### src/rtl/bus_fabric_if.sv
// Master-side data-port bundle between the MCU core and the bus fabric.
// The master drives requests and the fabric returns registered read responses.
// The slave modport is the fabric's view of the same wires.
interface bus_fabric_if;
  logic        r_en;
  logic [31:0] r_addr;
  logic [31:0] r_data;
  logic        r_valid;
  logic        r_err;
  logic        busy;
  logic        w_en;
  logic [31:0] w_addr;

  modport master (
    output r_en, r_addr, w_en, w_addr,
    input  r_data, r_valid, r_err, busy
  );

  modport slave (
    input  r_en, r_addr, w_en, w_addr,
    output r_data, r_valid, r_err, busy
  );
endinterface

### src/rtl/bus_fabric.sv
// Address decoder and read-response path from the MCU data port onto NSLOT slave windows.
// Latency: writes and slave read enables are combinational; r_valid arrives L+1 cycles after r_en (1 for unmapped).
// Backpressure: one read outstanding; r_en while busy is dropped and flagged in the sticky error.
module bus_fabric #(
  parameter int                  NSLOT     = 4,
  parameter logic [NSLOT*32-1:0] SLOT_BASE = {32'h50, 32'h20, 32'h10, 32'h1000},
  parameter logic [NSLOT*5-1:0]  SLOT_BITS = {5'd4, 5'd4, 5'd4, 5'd12},
  parameter logic [NSLOT*2-1:0]  SLOT_RLAT = {2'd0, 2'd0, 2'd0, 2'd1}
) (
  input  logic                  clk,
  input  logic                  rst,
  bus_fabric_if.slave           bus,
  output logic [NSLOT-1:0]      s_r_en,
  output logic [NSLOT*32-1:0]   s_r_addr,
  input  logic [NSLOT*32-1:0]   s_r_data,
  output logic [NSLOT-1:0]      s_w_en,
  output logic [NSLOT*32-1:0]   s_w_addr,
  output logic                  err,
  output logic [31:0]           err_addr,
  input  logic                  err_clr
);

  localparam int IW = (NSLOT > 1) ? $clog2(NSLOT) : 1;

  typedef enum logic [1:0] {S_IDLE, S_WAIT, S_ERESP} state_t;

  state_t          state, state_nxt;
  logic [1:0]      cnt, cnt_nxt;
  logic [IW-1:0]   slot, slot_nxt, cap_idx;
  logic            capture, eresp, rd_fwd, rd_err, wr_err;
  logic            r_hit, w_hit;
  logic [IW-1:0]   r_idx, w_idx;
  logic [1:0]      r_lat;
  logic [31:0]     s_rd [NSLOT];
  logic [31:0]     r_data_q;
  logic            r_valid_q, r_err_q;

  // Window match: upper address bits above the window exponent equal the base.
  function automatic logic slot_hit(input logic [31:0] a, input int k);
    logic [31:0] mask;
    mask = 32'hFFFF_FFFF << SLOT_BITS[5*k +: 5];
    return (a & mask) == (SLOT_BASE[32*k +: 32] & mask);
  endfunction

  // Relative addresses are driven for every slot; only enables are qualified.
  for (genvar g = 0; g < NSLOT; g++) begin : g_slot
    assign s_r_addr[32*g +: 32] = bus.r_addr - SLOT_BASE[32*g +: 32];
    assign s_w_addr[32*g +: 32] = bus.w_addr - SLOT_BASE[32*g +: 32];
    assign s_rd[g]              = s_r_data[32*g +: 32];
  end

  // Priority decode: scanning downward lets the lowest matching slot win.
  always_comb begin
    r_hit = 1'b0;
    r_idx = '0;
    r_lat = '0;
    w_hit = 1'b0;
    w_idx = '0;
    for (int k = NSLOT - 1; k >= 0; k--) begin
      if (slot_hit(bus.r_addr, k)) begin
        r_hit = 1'b1;
        r_idx = IW'(k);
        r_lat = SLOT_RLAT[2*k +: 2];
      end
      if (slot_hit(bus.w_addr, k)) begin
        w_hit = 1'b1;
        w_idx = IW'(k);
      end
    end
  end

  // Read FSM next state. The cycle of r_en already counts as the first wait
  // cycle, so the counter is loaded with L-1 and an L=0 slave is captured
  // straight from IDLE; this keeps r_valid at t+L+1 with the FSM back in IDLE.
  always_comb begin
    state_nxt = state;
    cnt_nxt   = cnt;
    slot_nxt  = slot;
    cap_idx   = slot;
    capture   = 1'b0;
    eresp     = 1'b0;
    rd_fwd    = 1'b0;
    rd_err    = 1'b0;
    case (state)
      S_IDLE: begin
        if (bus.r_en) begin
          if (r_hit) begin
            rd_fwd   = 1'b1;
            slot_nxt = r_idx;
            if (r_lat == 2'd0) begin
              capture = 1'b1;
              cap_idx = r_idx;
            end else begin
              cnt_nxt   = r_lat - 2'd1;
              state_nxt = S_WAIT;
            end
          end else begin
            eresp     = 1'b1;
            rd_err    = 1'b1;
            state_nxt = S_ERESP;
          end
        end
      end
      S_WAIT: begin
        rd_err = bus.r_en;
        if (cnt == 2'd0) begin
          capture   = 1'b1;
          state_nxt = S_IDLE;
        end else begin
          cnt_nxt = cnt - 2'd1;
        end
      end
      S_ERESP: begin
        rd_err    = bus.r_en;
        state_nxt = S_IDLE;
      end
      default: state_nxt = S_IDLE;
    endcase
  end

  // FSM state register.
  always_ff @(posedge clk) begin
    if (rst) begin
      state <= S_IDLE;
      cnt   <= '0;
      slot  <= '0;
    end else begin
      state <= state_nxt;
      cnt   <= cnt_nxt;
      slot  <= slot_nxt;
    end
  end

  // Registered response: one-cycle r_valid pulse, r_data held between responses.
  always_ff @(posedge clk) begin
    if (rst) begin
      r_data_q  <= '0;
      r_valid_q <= 1'b0;
      r_err_q   <= 1'b0;
    end else begin
      r_valid_q <= capture | eresp;
      r_err_q   <= eresp;
      if (capture)
        r_data_q <= s_rd[cap_idx];
      else if (eresp)
        r_data_q <= '0;
    end
  end

  assign wr_err = bus.w_en & ~w_hit;

  // Sticky error: first address wins, read beats write, new error beats clear.
  always_ff @(posedge clk) begin
    if (rst) begin
      err      <= 1'b0;
      err_addr <= '0;
    end else if (rd_err || wr_err) begin
      if (!err || err_clr) begin
        err      <= 1'b1;
        err_addr <= rd_err ? bus.r_addr : bus.w_addr;
      end
    end else if (err_clr) begin
      err      <= 1'b0;
      err_addr <= '0;
    end
  end

  // One-hot slave enables, forced low during reset.
  always_comb begin
    s_r_en = '0;
    s_w_en = '0;
    if (!rst) begin
      if (rd_fwd)
        s_r_en[r_idx] = 1'b1;
      if (bus.w_en && w_hit)
        s_w_en[w_idx] = 1'b1;
    end
  end

  assign bus.r_data  = r_data_q;
  assign bus.r_valid = r_valid_q;
  assign bus.r_err   = r_err_q;
  assign bus.busy    = (state != S_IDLE);

endmodule

### src/flat_wrapper.sv
// flat-port wrapper written by rule: the top's interface ports become plain ports
module bus_fabric_flat 
#(
  parameter int                  NSLOT     = 4,
  parameter logic [NSLOT*32-1:0] SLOT_BASE = {32'h50, 32'h20, 32'h10, 32'h1000},
  parameter logic [NSLOT*5-1:0]  SLOT_BITS = {5'd4, 5'd4, 5'd4, 5'd12},
  parameter logic [NSLOT*2-1:0]  SLOT_RLAT = {2'd0, 2'd0, 2'd0, 2'd1}
)
  (clk, rst, s_r_en, s_r_addr, s_r_data, s_w_en, s_w_addr, err, err_addr, err_clr, bus_r_en, bus_r_addr, bus_w_en, bus_w_addr, bus_r_data, bus_r_valid, bus_r_err, bus_busy);
  bus_fabric_if bus_i ();
  input  logic clk;
  input  logic rst;
  output logic [NSLOT-1:0] s_r_en;
  output logic [NSLOT*32-1:0] s_r_addr;
  input  logic [NSLOT*32-1:0] s_r_data;
  output logic [NSLOT-1:0] s_w_en;
  output logic [NSLOT*32-1:0] s_w_addr;
  output logic err;
  output logic [31:0] err_addr;
  input  logic err_clr;
  input wire logic [$bits(bus_i.r_en)-1:0] bus_r_en;
  input wire logic [$bits(bus_i.r_addr)-1:0] bus_r_addr;
  input wire logic [$bits(bus_i.w_en)-1:0] bus_w_en;
  input wire logic [$bits(bus_i.w_addr)-1:0] bus_w_addr;
  output wire logic [$bits(bus_i.r_data)-1:0] bus_r_data;
  output wire logic [$bits(bus_i.r_valid)-1:0] bus_r_valid;
  output wire logic [$bits(bus_i.r_err)-1:0] bus_r_err;
  output wire logic [$bits(bus_i.busy)-1:0] bus_busy;
  assign bus_i.r_en = bus_r_en;
  assign bus_i.r_addr = bus_r_addr;
  assign bus_i.w_en = bus_w_en;
  assign bus_i.w_addr = bus_w_addr;
  assign bus_r_data = bus_i.r_data;
  assign bus_r_valid = bus_i.r_valid;
  assign bus_r_err = bus_i.r_err;
  assign bus_busy = bus_i.busy;
  bus_fabric #(.NSLOT(NSLOT), .SLOT_BASE(SLOT_BASE), .SLOT_BITS(SLOT_BITS), .SLOT_RLAT(SLOT_RLAT)) u_core (.clk(clk), .rst(rst), .bus(bus_i), .s_r_en(s_r_en), .s_r_addr(s_r_addr), .s_r_data(s_r_data), .s_w_en(s_w_en), .s_w_addr(s_w_addr), .err(err), .err_addr(err_addr), .err_clr(err_clr));
endmodule
### config.mk
export PLATFORM = sky130hd
export DESIGN_NAME = bus_fabric_flat
export DESIGN_NICKNAME = d
export VERILOG_FILES = /design/src/rtl/bus_fabric_if.sv /design/src/rtl/bus_fabric.sv /design/src/flat_wrapper.sv
export SDC_FILE = /design/constraint.sdc
export NUM_CORES = 1
export LEC_CHECK = 0
export ABC_CLOCK_PERIOD_IN_PS = 8400
export CORE_AREA = 2 2 208 210
export CTS_CLUSTER_SIZE = 8
export DETAILED_ROUTE_END_ITERATION = 8
export DIE_AREA = 0 0 210 212
export PLACE_DENSITY = 0.53
export SYNTH_ARGS = -nofsm -noshare
export SYNTH_HDL_FRONTEND = slang
export SYNTH_SLANG_ARGS = --single-unit
### constraint.sdc
create_clock -name clk -period 8.4 [get_ports clk]
set_input_delay 1.26 -clock clk [delete_from_list [all_inputs] [get_ports clk]]
set_output_delay 1.26 -clock clk [all_outputs]
set_load 0.01 [all_outputs]
==> Word level (Yosys, flattened, before mapping) <==
Index checks and enable logic that the tools add are counted.
{ "totals": {"regBits": 73} }
{ "op_classes": {"n_addsub": 10, "n_lt_le_gt_ge": 5, "n_eq_ne": 17, "n_mux": 63, "bitwise_logic": 4, "reduce_logical": 18} }
{ "op_table": {"columns": ["cell", "count"], "rows": [
  ["32-bit 2-to-1 mux", 8],
  ["32-bit binary-select mux with 2-bit select", 1],
  ["32-bit by 13-bit subtractor with 32-bit output (second input constant)", 2],
  ["32-bit by 5-bit subtractor with 32-bit output (second input constant)", 2],
  ["32-bit by 6-bit subtractor with 32-bit output (second input constant)", 2],
  ["32-bit by 7-bit subtractor with 32-bit output (second input constant)", 2],
  ["28-bit by 1-bit equality test with 1-bit output (second input constant)", 2],
  ["28-bit by 2-bit equality test with 1-bit output (second input constant)", 2],
  ["28-bit by 3-bit equality test with 1-bit output (second input constant)", 2],
  ["20-bit by 1-bit equality test with 1-bit output (second input constant)", 2],
  ["2-bit 2-to-1 mux", 20],
  ["1-bit 2-to-1 mux", 24],
  ["4-bit 2-to-1 mux", 4],
  ["2-bit inequality test (second input constant)", 4],
  ["2-bit case mux with 2 select lines", 2],
  ["2-bit nonzero test", 4],
  ["2-bit logical NOT", 3],
  ["2-bit by 3-bit less-than comparator with 1-bit output (second input constant)", 2],
  ["3-bit AND reduction", 2],
  ["5-bit AND reduction", 1],
  ["1-bit demux with 2-bit select", 2],
  ["2-bit by 1-bit greater-or-equal comparator with 1-bit output (second input constant)", 2],
  ["2-bit by 1-bit inequality test with 1-bit output (second input constant)", 2],
  ["1-bit case mux with 2 select lines", 2],
  ["15 further kinds", 18]
]} }

==> Depth between registers and ports, before layout <==
{ "depth": {"ltp_word": 14, "ltp_mapped": 12} }

==> Worst setup path after synthesis <==
Ideal clock, no wire load.
{ "synth_path": {"path_type": "in2out", "startpoint": "input port bus_r_addr[12]", "endpoint": "output port s_r_addr[122]", "t_arrival_ns": 3.742, "t_required_ns": 7.140, "setup_slack_ns": 3.398, "path_stages": 11, "n_path_buf": 2, "cell_sequence": "clkbuf_1 -> inv_1 -> ha_1 -> clkbuf_1 -> nor3b_2 -> nor3b_1 -> nand2_1 -> nor3_1 -> and3_1 -> o31ai_1 -> xnor2_1"} }
{ "synth_via": {"elab_chain_cells": 1} }
{ "synth_rtl": {"columns": ["element", "line", "rtl"], "rows": [
  ["start, declared", "flat_wrapper.sv:22", "input wire logic [$bits(bus_i.r_addr)-1:0] bus_r_addr;"],
  ["32-bit by 7-bit subtractor with 32-bit output", "bus_fabric.sv:47", "assign s_r_addr[32*g +: 32] = bus.r_addr - SLOT_BASE[32*g +: 32];"],
  ["end, declared", "flat_wrapper.sv:14", "output logic [NSLOT*32-1:0] s_r_addr;"]
]} }
No other way between the ends.

==> Final worst setup path <==
Same ends and word-level chain as after synthesis.

==> reports/qor.yml <==
setup_viol: 0
overflow: 0
rsz0062_at_grt: "no"
final_nets: 1720
port_buffers: 528
die_w_um: 210
antenna_found_initial: 4
synth-edff-count: 0
drc_errors: 0
clock.fmax_mhz: 157.1
cts_resized: 0
drt_first_pass_iters: 5
grt_pass1_wl_mm: 66.94
clockBufferDepth: 2
slew_headroom: 0.2840
netlist_area_um2: 8213
gp_congestion: 0.9414
area_growth_syn_to_layout_pct: 67.25
rows: 76
io_pins: 529
arrival_ns: 5.10
timing_max_transition_violations_final: 0
path_class: "primary input to output port"
synth_async_sr_flop_share: 0
synth_seq_area_share: 0.1779
critPathCaptureType: "output port"
yosys.area.top_type: "dfxtp_1"
final_util: 0.3231
hold_buffers: 0
cts.sinks: 73
cts_setup_buffers: 0
multi_input_area_um2: 5802
path_cells: "clkdlybuf4s50_1 -> inv_1 -> ha_1 -> nor3b_2 -> nor3b_1 -> nand2_1 -> nor3_1 -> buf_4 -> and3_1 -> o31ai_1 -> xnor2_1 -> clkdlybuf4s50_1"
viasPerCell: 4.637
cts-root-buf: "clkbuf_16"
worst_setup_path_start_kind: "primary input"
wl_mm: 47.65
hold_path_class: "register to register"
leakage_nw: 4.690
grt_usage: 0.2063
maxCapViolations: 0
cpMostUsedCell: "clkdlybuf4s50_1"
cp_slowest_cell: "clkdlybuf4s50_1"
ys.flop_type: "dfxtp_1"
drive_above_1_share: 0.03588
die-area_um2: 44520
htreeDepth: 3
hold_viol_final: 0
ir_worst_vdd_uv: 75.43
synth.avg_cell_area_um2: 7.494
synth_cell_types: 60
detail-route-antenna-nets: 0
core-area_um2: 42510
synth_top_area_frac: 0.1779
clk_pin_slew_ns: 0.06
cts_tree: "built"
status: "complete, no violations"
ys_warn_count: 0
worst_pin_slew_ns: 1.066
holdWs_ns: 0.4697
layout_min_cycle_time_ns: 6.364
drt_iter0_markers: 414
routedWlPerCell_um: 23.19
cp.required_ns: 7.14
nFillCells: 4554
power.density_nw_per_um2: 96.43
fin_tns_setup_ns: 0
fp.dieH_um: 212
fin_crit_sh: 0.7576
num_vias: 9529
slowest_delay_ns: 0.67
regArea_um2: 1461
final.setup_skew_ns: 0.007185
cts_buffers: 9
grt_pass1_vias: 9725
clk_latency_ns: 0.37
start_util: 0.1932
netlist_top_cells_area: "dfxtp_1, mux2i_1, xnor2_1"
synthCells: 1096
dp_hpwl_mm: 39.25
worstPathMaxFanout: 10
synth_nets: 1316
grt_max_degree: 45
ys_ff_latch: 73
## path summary, 6_finish.rpt
check / startpoint / end / slack (ns) / cells after the start
worst min register to register: u_core.cnt[1]$_SDFFE_PP0P_ / u_core.cnt[1]$_SDFFE_PP0P_ / 0.47 / 2
worst max register to register: u_core.state[1]$_SDFFE_PP0P_ / u_core.err_addr[22]$_SDFFE_PP0P_ / 5.37 / 9
worst min-delay path: u_core.cnt[1]$_SDFFE_PP0P_ / u_core.cnt[1]$_SDFFE_PP0P_ / 0.47 / 2
worst max-delay path: bus_r_addr[12] / s_r_addr[122] / 2.04 / 12
## cells in the final DEF, fill, tap and decap left out, types with 5 or more instances in the layout
cell type	n
mux2i_1	97
nor2b_1	5
nand2b_1	7
clkbuf_16	9
clkdlybuf4s50_1	528
nor2_1	78
inv_1	26
a21oi_1	23
o211ai_1	32
buf_4	14
xor2_1	71
or3_1	12
o21ai_0	12
and3_1	7
o31ai_1	5
nand2_1	151
xnor2_1	110
ha_1	23
a22o_1	32
nand3_1	91
dfxtp_1	73
nor4_1	12
nor3_1	21
## cell type report
cell class	count	share of cell area
multi-input combinational	847	0.4224
timing repair buffer	543	0.3939
sequential	73	0.1064
tap	546	0.04974
clock buffer	9	0.01640
inverter	26	0.007105
clock inverter	7	0.003370
antenna	4	0.0007287
## registers in the layout, summed over array words and instances (netlist names)
| name | flops |
|---|---|
| u_core.slot | 2 |
| u_core.err_addr | 32 |
| u_core.bus.r_valid | 1 |
| u_core.bus.r_data | 32 |
| u_core.state | 2 |
| u_core.bus.r_err | 1 |
| u_core.err | 1 |
| u_core.cnt | 2 |
## through the flow
step / instance area, um2 / total power [mW] / instances / setup slack [ns]
2_1_floorplan: 8213 / 0.6136 / 1096 / 3.398
3_3_place_gp: 13450 / 0.9597 / 2035 / 2.211
3_5_place_dp: 13450 / 0.9571 / 2035 / 2.090
4_1_cts: 13730 / 1.348 / 2051 / 2.075
5_1_grt: 13740 / 1.391 / 2055 / 1.843
6_report: 13740 / 1.325 / 2055 / 2.036
## layer usage
layer  GRT usage  share of wire
met3     0.08434           0.10
met2      0.3618           0.49
met1      0.2162           0.38
met5           0              0
met4     0.09464          0.036
## kinds of logic (layout without fill, tap and decap cells)
family          count (synthesis)  count (layout)  synth area share
simple gates                  422             422            0.2445
xor+xnor                      181             181            0.1930
buf+inv                       176             585            0.1222
compound gates                122             122            0.1059
mux                            99              99            0.1214
flops                          73              73            0.1779
fa+ha+maj                      23              23           0.03504
other cells                     0               4                 0
## power breakdown
group          leakage, nW  internal (mW)  switching (mW)
Combinational         3.97          0.294           0.284
Clock                0.128          0.199           0.176
Sequential           0.595          0.361         0.00921
## worst max-delay path, delay by kind of cell
family,cells,cell delay [ns]
buffers and inverters,4,1.67
AND/OR/NAND/NOR,5,1.53
adder cells (fa/ha/maj),1,0.37
XOR/XNOR,1,0.15
AO/OA/AOI/OAI,1,0.10
## Yosys cell counts (25+ instances only)
library cell	n
buf_4	60
inv_1	26
clkbuf_1	58
mux2i_1	97
o211ai_1	32
nor2_1	81
xnor2_1	110
nand2_1	151
xor2_1	71
nand3_1	91
a22o_1	32
dfxtp_1	73
a21oi_1	25
Power figures use the tool's default switching activity.
